`src/rtl/booth_mac_sequencer.sv`:
```
// booth_mac_sequencer
//   Sequencing and accumulate stage that sits around a combinational 8x8 signed
//   multiplier. It accepts a vector of signed operand pairs, registers each
//   pair into the multiplier, and adds every returned product into a saturating
//   signed accumulator. The finished dot product is offered on an output
//   handshake.
//
// Handshake semantics (both sides): a transfer happens on a rising clk edge
// where valid and ready are both high. in_ready depends only on the FSM state
// and never on in_valid. out_valid, result and sat do not change while
// out_valid=1 and out_ready=0.
//
// Ports
//   clk, rst_n        clock (rising edge), asynchronous active-low reset
//   start, len        begin a dot product of len pairs (sampled only in IDLE)
//   in_valid/in_ready operand pair handshake, pair on in_x/in_y
//   mul_x, mul_y      registered operands driven to the multiplier
//   mul_p             16-bit signed product returned by the multiplier
//   out_valid/ready   result handshake
//   result, sat       accumulated sum and sticky saturation flag
//   busy              high in every state except IDLE
//   dbg_state         current FSM state, for debug and checkers
module booth_mac_sequencer #(
    parameter int ACC_W = 24,
    parameter int LEN_W = 8
) (
    input  logic             clk,
    input  logic             rst_n,
    input  logic             start,
    input  logic [LEN_W-1:0] len,
    input  logic             in_valid,
    output logic             in_ready,
    input  logic [7:0]       in_x,
    input  logic [7:0]       in_y,
    output logic [7:0]       mul_x,
    output logic [7:0]       mul_y,
    input  logic [15:0]      mul_p,
    output logic             out_valid,
    input  logic             out_ready,
    output logic [ACC_W-1:0] result,
    output logic             sat,
    output logic             busy,
    output logic [1:0]       dbg_state
);

    typedef enum logic [1:0] {
        S_IDLE  = 2'd0,
        S_RUN   = 2'd1,
        S_DRAIN = 2'd2,
        S_DONE  = 2'd3
    } state_t;

    state_t             r_state;
    state_t             w_next_state;

    logic [ACC_W-1:0]   r_acc;
    logic               r_sat;
    logic [7:0]         r_mul_x;
    logic [7:0]         r_mul_y;
    logic [LEN_W-1:0]   r_count;
    logic               r_p_vld;

    logic               w_accept;
    logic [ACC_W:0]     w_sum;
    logic               w_ovf;
    logic [ACC_W-1:0]   w_clip;

    assign w_accept = (r_state == S_RUN) && in_valid;

    // Sum one bit wider than the accumulator; the top two bits disagree
    // exactly when the ACC_W-bit signed result would have wrapped.
    assign w_sum = {r_acc[ACC_W-1], r_acc} + {{(ACC_W-15){mul_p[15]}}, mul_p};
    assign w_ovf = w_sum[ACC_W] ^ w_sum[ACC_W-1];

    always_comb begin
        w_clip = w_sum[ACC_W-1:0];
        if (w_ovf) begin
            if (w_sum[ACC_W]) begin
                w_clip = {1'b1, {(ACC_W-1){1'b0}}};
            end else begin
                w_clip = {1'b0, {(ACC_W-1){1'b1}}};
            end
        end
    end

    always_comb begin
        w_next_state = r_state;
        case (r_state)
            S_IDLE: begin
                if (start) begin
                    w_next_state = (len != '0) ? S_RUN : S_DONE;
                end
            end
            S_RUN: begin
                // The beat that carries count==1 is the last of the vector.
                if (in_valid && (r_count == LEN_W'(1))) begin
                    w_next_state = S_DRAIN;
                end
            end
            S_DRAIN: begin
                w_next_state = S_DONE;
            end
            S_DONE: begin
                if (out_ready) begin
                    w_next_state = S_IDLE;
                end
            end
            default: begin
                w_next_state = S_IDLE;
            end
        endcase
    end

    always_ff @(posedge clk or negedge rst_n) begin
        if (!rst_n) begin
            r_state <= S_IDLE;
        end else begin
            r_state <= w_next_state;
        end
    end

    always_ff @(posedge clk or negedge rst_n) begin
        if (!rst_n) begin
            r_acc   <= '0;
            r_sat   <= 1'b0;
            r_mul_x <= '0;
            r_mul_y <= '0;
            r_count <= '0;
            r_p_vld <= 1'b0;
        end else begin
            // The product of a registered pair is consumed on the next edge.
            r_p_vld <= w_accept;
            if (w_accept) begin
                r_mul_x <= in_x;
                r_mul_y <= in_y;
                r_count <= r_count - LEN_W'(1);
            end
            if ((r_state == S_IDLE) && start) begin
                r_acc <= '0;
                r_sat <= 1'b0;
                if (len != '0) begin
                    r_count <= len;
                end
            end else if (r_p_vld) begin
                r_acc <= w_clip;
                if (w_ovf) begin
                    r_sat <= 1'b1;
                end
            end
        end
    end

    assign in_ready  = (r_state == S_RUN);
    assign out_valid = (r_state == S_DONE);
    assign busy      = (r_state != S_IDLE);
    assign mul_x     = r_mul_x;
    assign mul_y     = r_mul_y;
    assign result    = r_acc;
    assign sat       = r_sat;
    assign dbg_state = r_state;

endmodule

```
`config.mk`:
```
export PLATFORM = sky130hd
export DESIGN_NAME = booth_mac_sequencer
export DESIGN_NICKNAME = d
export VERILOG_FILES = /design/src/rtl/booth_mac_sequencer.sv
export SDC_FILE = /design/constraint.sdc
export NUM_CORES = 1
export LEC_CHECK = 0
export BUFFER_PORTS_ARGS = -buffer_cell sky130_fd_sc_hd__buf_4
export CAP_MARGIN = 20
export CORE_MARGIN = 2
export CORE_UTILIZATION = 55
export CTS_CLUSTER_SIZE = 20
export DETAILED_ROUTE_END_ITERATION = 6
export PLACE_DENSITY = 0.82
export SYNTH_ARGS = -nofsm -noshare
export SYNTH_HDL_FRONTEND = slang
export SYNTH_SLANG_ARGS = --single-unit
export TNS_END_PERCENT = 5
```
`constraint.sdc`:
```
create_clock -name clk -period 6.3 [get_ports clk]
set_input_delay 0.945 -clock clk [delete_from_list [all_inputs] [get_ports clk]]
set_output_delay 0.945 -clock clk [all_outputs]
set_load 0.005 [all_outputs]
```
==> reports/metrics.cfg <==
[power_and_ir_drop]
power.density_nw_per_um2=520
static-leakage-power_nw=2.13
internal-power_mw=1.29
irDropWorstVdd_mv=0.248
report.power.total_mw=2.29
netSwitchingPower_mw=1.00
combPwrFrac=0.630
part_of_the_total_power_dissipated_in_sequential_elements=0.281
p_clk_frac=0.089
swShare=0.437

[worst_setup_path]
path_max_fanout=11
regToRegSetupSlack_ns=2.79
cp-startpoint=mul_p[0]
crit_family=compound AO/OA/AOI/OAI gates
setup.worst_path.end=result[11]
arrival_time_of_the_worst_setup_path_ns=4.01
timing.reg2reg.worst_path_depth=10
worst_r2r_endpoint=result[11]
kind_of_critical_path=in -> reg
total_number_of_cells_along_the_worst_setup_path=11
timing.critical_path.slowest_stage_cell=sky130_fd_sc_hd__fa_1
critical_path.reg2reg.startpoint=result[0]
critPathRequiredTime_ns=6.48
slowest_delay_ns=0.41
crit_path_start_kind=input pin
end_kind=flop
cp.buffers_inverters=1
crit_chain=buf_4 > ha_1 > fa_1 > a21o_1 > a221o_1 > a31o_1 > a31o_4 > a32oi_4 > a21bo_1 > or3_1 > o211ai_1

[layout]
layout.core_utilization=0.694
layout-drive-gt1-share=0.272
relative_area_change_from_synthesis_to_final_layout_pct=22.5
nets=535
antennaDiodeCount=0
finalNonFillerCells=536
design_area_sq_um=4410

[clocking]
setup_repair_bufs_after_cts=0
cts_buffers=5
clock_insertion_delay_worst_skew_ns=0.32
cts_max_path_buffers=2
cts.root.buffer_cell=sky130_fd_sc_hd__clkbuf_8
cts_sinks=52
clk_pin_slew_worst_paths_ns=0.10
hold_buffers=0
ctsHtreeMaxLevel=2
tritoncts_clock_tree=yes
post_cts.resized_instances=0

[timing]
grt_setup_unrepaired=false
post-route-min-period_ns=3.83
fin_setup_tns_ns=0
timing_worst_slew_pin_value_ns=0.729
relative_slew_margins=0.514
fin_worst_hold_slack_ns=0.512
layout_setup_ws_ns=2.47
timing.final.crit_share=0.607
report.final.setup_viol=0
fmax_mhz=261
clock-skew-final_ns=0.00897
hold_violation_total_from_the_final_report=0
timing.final.max_slew_violations=0

[logic_synthesis]
postSynthAreaPerCell_sq_um=9.68
asyncSetResetFlopFracSynth=1.00
yosysTopAreaCell=sky130_fd_sc_hd__dfrtp_1
synth_top_cells_by_area=sky130_fd_sc_hd__dfrtp_1, sky130_fd_sc_hd__ha_1, sky130_fd_sc_hd__mux2_2
synth.net_count=449
synth_enable_flop_cells=0
syn-instance-count=372
synth_top_cell_area_share=0.361
post_synth_design_cell_area_sq_um=3600
postSynth.topFlopCell=sky130_fd_sc_hd__dfrtp_1
ys_seq_area_frac=0.361
synthDistinctLibCells=60
synth-seq-cells=52
synthesis.yosys.warnings=0

[detailed_routing]
via_count=3220
drc_errors=0
drt_iter0_drc=223
ant_nets=0
finalWirelength_um=9020
avgRoutedWirePerCell_um=16.8
routed_via_density=6.01
drt_pre_antenna_iters=5

[grt]
grt-ovfl-total=0
pin_count_of_the_biggest_net_entering_global_routing=53
grt_antenna_before_repair=0
wire_length_of_the_first_global_routing_pass_um=15200
vias_in_the_first_global_route=3134
global_route.usage.total=0.258

[placed_design]
dp_worst_setup_slack_ns=2.18
numPlacedInstances=527
detailed_place.area_sq_um=4310
gp_congestion=0.887
dp_hpwl_um=6970
port_buffers=90

[floorplan]
initial_utilization=0.567
dieHeight_um=84.9
die_area_sq_um=7210
top_level_ports=91
placementRows=29
floorplan.die.width_um=84.9
floorplan.core_area_sq_um=6350

[run]
cap_violations=0

[outcome]
run_status=finished clean

[worst_hold_path]
hold_crit_class=reg -> reg

==> worst min path at each step <==
stage / startpoint / end / slack [ns] / cells past startpoint
final: sat / sat / 0.51 / 2
after global routing: mul_y[2] / mul_y[2] / 0.53 / 1
after CTS: mul_y[2] / mul_y[2] / 0.52 / 1
after detailed placement: mul_y[2] / mul_y[2] / 0.50 / 1
after global placement: mul_x[3] / mul_x[3] / 0.49 / 1
after floorplan: sat / sat / 0.47 / 2
==> cells by family (layout without fill, tap and decap cells) <==
logic type,count (synthesis),after routing,synth area share
XOR/XNOR,27,27,0.0657
AO/OA/AOI/OAI,116,116,0.227
multiplexers,18,18,0.0556
flip-flops,52,52,0.361
adder cells (fa/ha/maj),37,37,0.127
AND/OR/NAND/NOR,97,97,0.130
buffers and inverters,25,112,0.0330
==> sequential cells by signal, indices dropped and copies added (netlist names) <==
| name | flops |
|---|---|
| result | 24 |
| mul_x | 8 |
| mul_y | 8 |
| r_count | 8 |
| dbg_state | 2 |
| r_p_vld | 1 |
| sat | 1 |
==> cells in the final DEF (no fill, tap or decap), types with 7 or more instances in the layout <==
cell / instances
sky130_fd_sc_hd__a21oi_1: 28
sky130_fd_sc_hd__ha_1: 31
sky130_fd_sc_hd__xor2_1: 8
sky130_fd_sc_hd__a221o_1: 8
sky130_fd_sc_hd__mux2_2: 16
sky130_fd_sc_hd__nand2_1: 42
sky130_fd_sc_hd__dfrtp_1: 52
sky130_fd_sc_hd__o21ai_0: 26
sky130_fd_sc_hd__xnor2_1: 19
sky130_fd_sc_hd__buf_4: 92
sky130_fd_sc_hd__inv_1: 12
sky130_fd_sc_hd__a22oi_1: 8
sky130_fd_sc_hd__a21o_1: 14
sky130_fd_sc_hd__nor2_1: 15
sky130_fd_sc_hd__nand3_1: 7
==> tightest hold or removal path, delay by kind of cell (launching register included) <==
family	cells	cell delay [ns]
AOI/OAI and AO/OA	1	0.06
DFF	1	0.37
and+or+nand+nor	1	0.05
==> layer usage <==
metal	global-route usage	routed length (um)
met1	0.354	3820
met2	0.431	4470
met3	0.0457	598
met4	0.0592	129
met5	0	0
==> cell usage after synthesis, types with 2 or more instances <==
library cell / count
sky130_fd_sc_hd__and2_1: 6
sky130_fd_sc_hd__ha_1: 31
sky130_fd_sc_hd__maj3_1: 5
sky130_fd_sc_hd__nand2b_1: 3
sky130_fd_sc_hd__buf_6: 2
sky130_fd_sc_hd__dfrtp_1: 52
sky130_fd_sc_hd__nor3_1: 5
sky130_fd_sc_hd__clkbuf_1: 3
sky130_fd_sc_hd__a21o_1: 14
sky130_fd_sc_hd__a22oi_1: 8
sky130_fd_sc_hd__o211ai_1: 4
sky130_fd_sc_hd__buf_1: 2
sky130_fd_sc_hd__nor2_1: 15
sky130_fd_sc_hd__xor2_1: 8
sky130_fd_sc_hd__buf_2: 5
sky130_fd_sc_hd__inv_1: 12
sky130_fd_sc_hd__o31ai_1: 3
sky130_fd_sc_hd__and3_1: 3
sky130_fd_sc_hd__xnor2_1: 19
sky130_fd_sc_hd__or3_1: 3
sky130_fd_sc_hd__a21oi_1: 28
sky130_fd_sc_hd__mux2i_1: 2
sky130_fd_sc_hd__a2111oi_0: 2
sky130_fd_sc_hd__a211oi_1: 3
sky130_fd_sc_hd__a311o_1: 2
sky130_fd_sc_hd__nand2_1: 42
sky130_fd_sc_hd__or4_1: 2
sky130_fd_sc_hd__mux2_2: 16
sky130_fd_sc_hd__nor2b_1: 3
sky130_fd_sc_hd__o21ai_0: 26
sky130_fd_sc_hd__nand3_1: 7
sky130_fd_sc_hd__a221o_1: 8
==> power by group through the flow <==
stage          clock network (mW)  logic, mW  registers [mW]
6_report                    0.204       1.45           0.645
5_1_grt                     0.220       1.60           0.669
4_1_cts                     0.208       1.44           0.644
3_5_place_dp                    0       1.43           0.651
3_3_place_gp                    0       1.38           0.638
2_1_floorplan                   0      0.983           0.623
==> area by class of cell <==
type	count	area (sq um)
Multi-Input combinational cell	295	2180
Fill cell	523	1940
Sequential cell	52	1300
Timing Repair Buffer	92	691
Tap cell	77	96.3
Clock buffer	5	68.8
Inverter	12	45.0
Clock inverter	3	27.5
(Power assumes the default switching activity.)
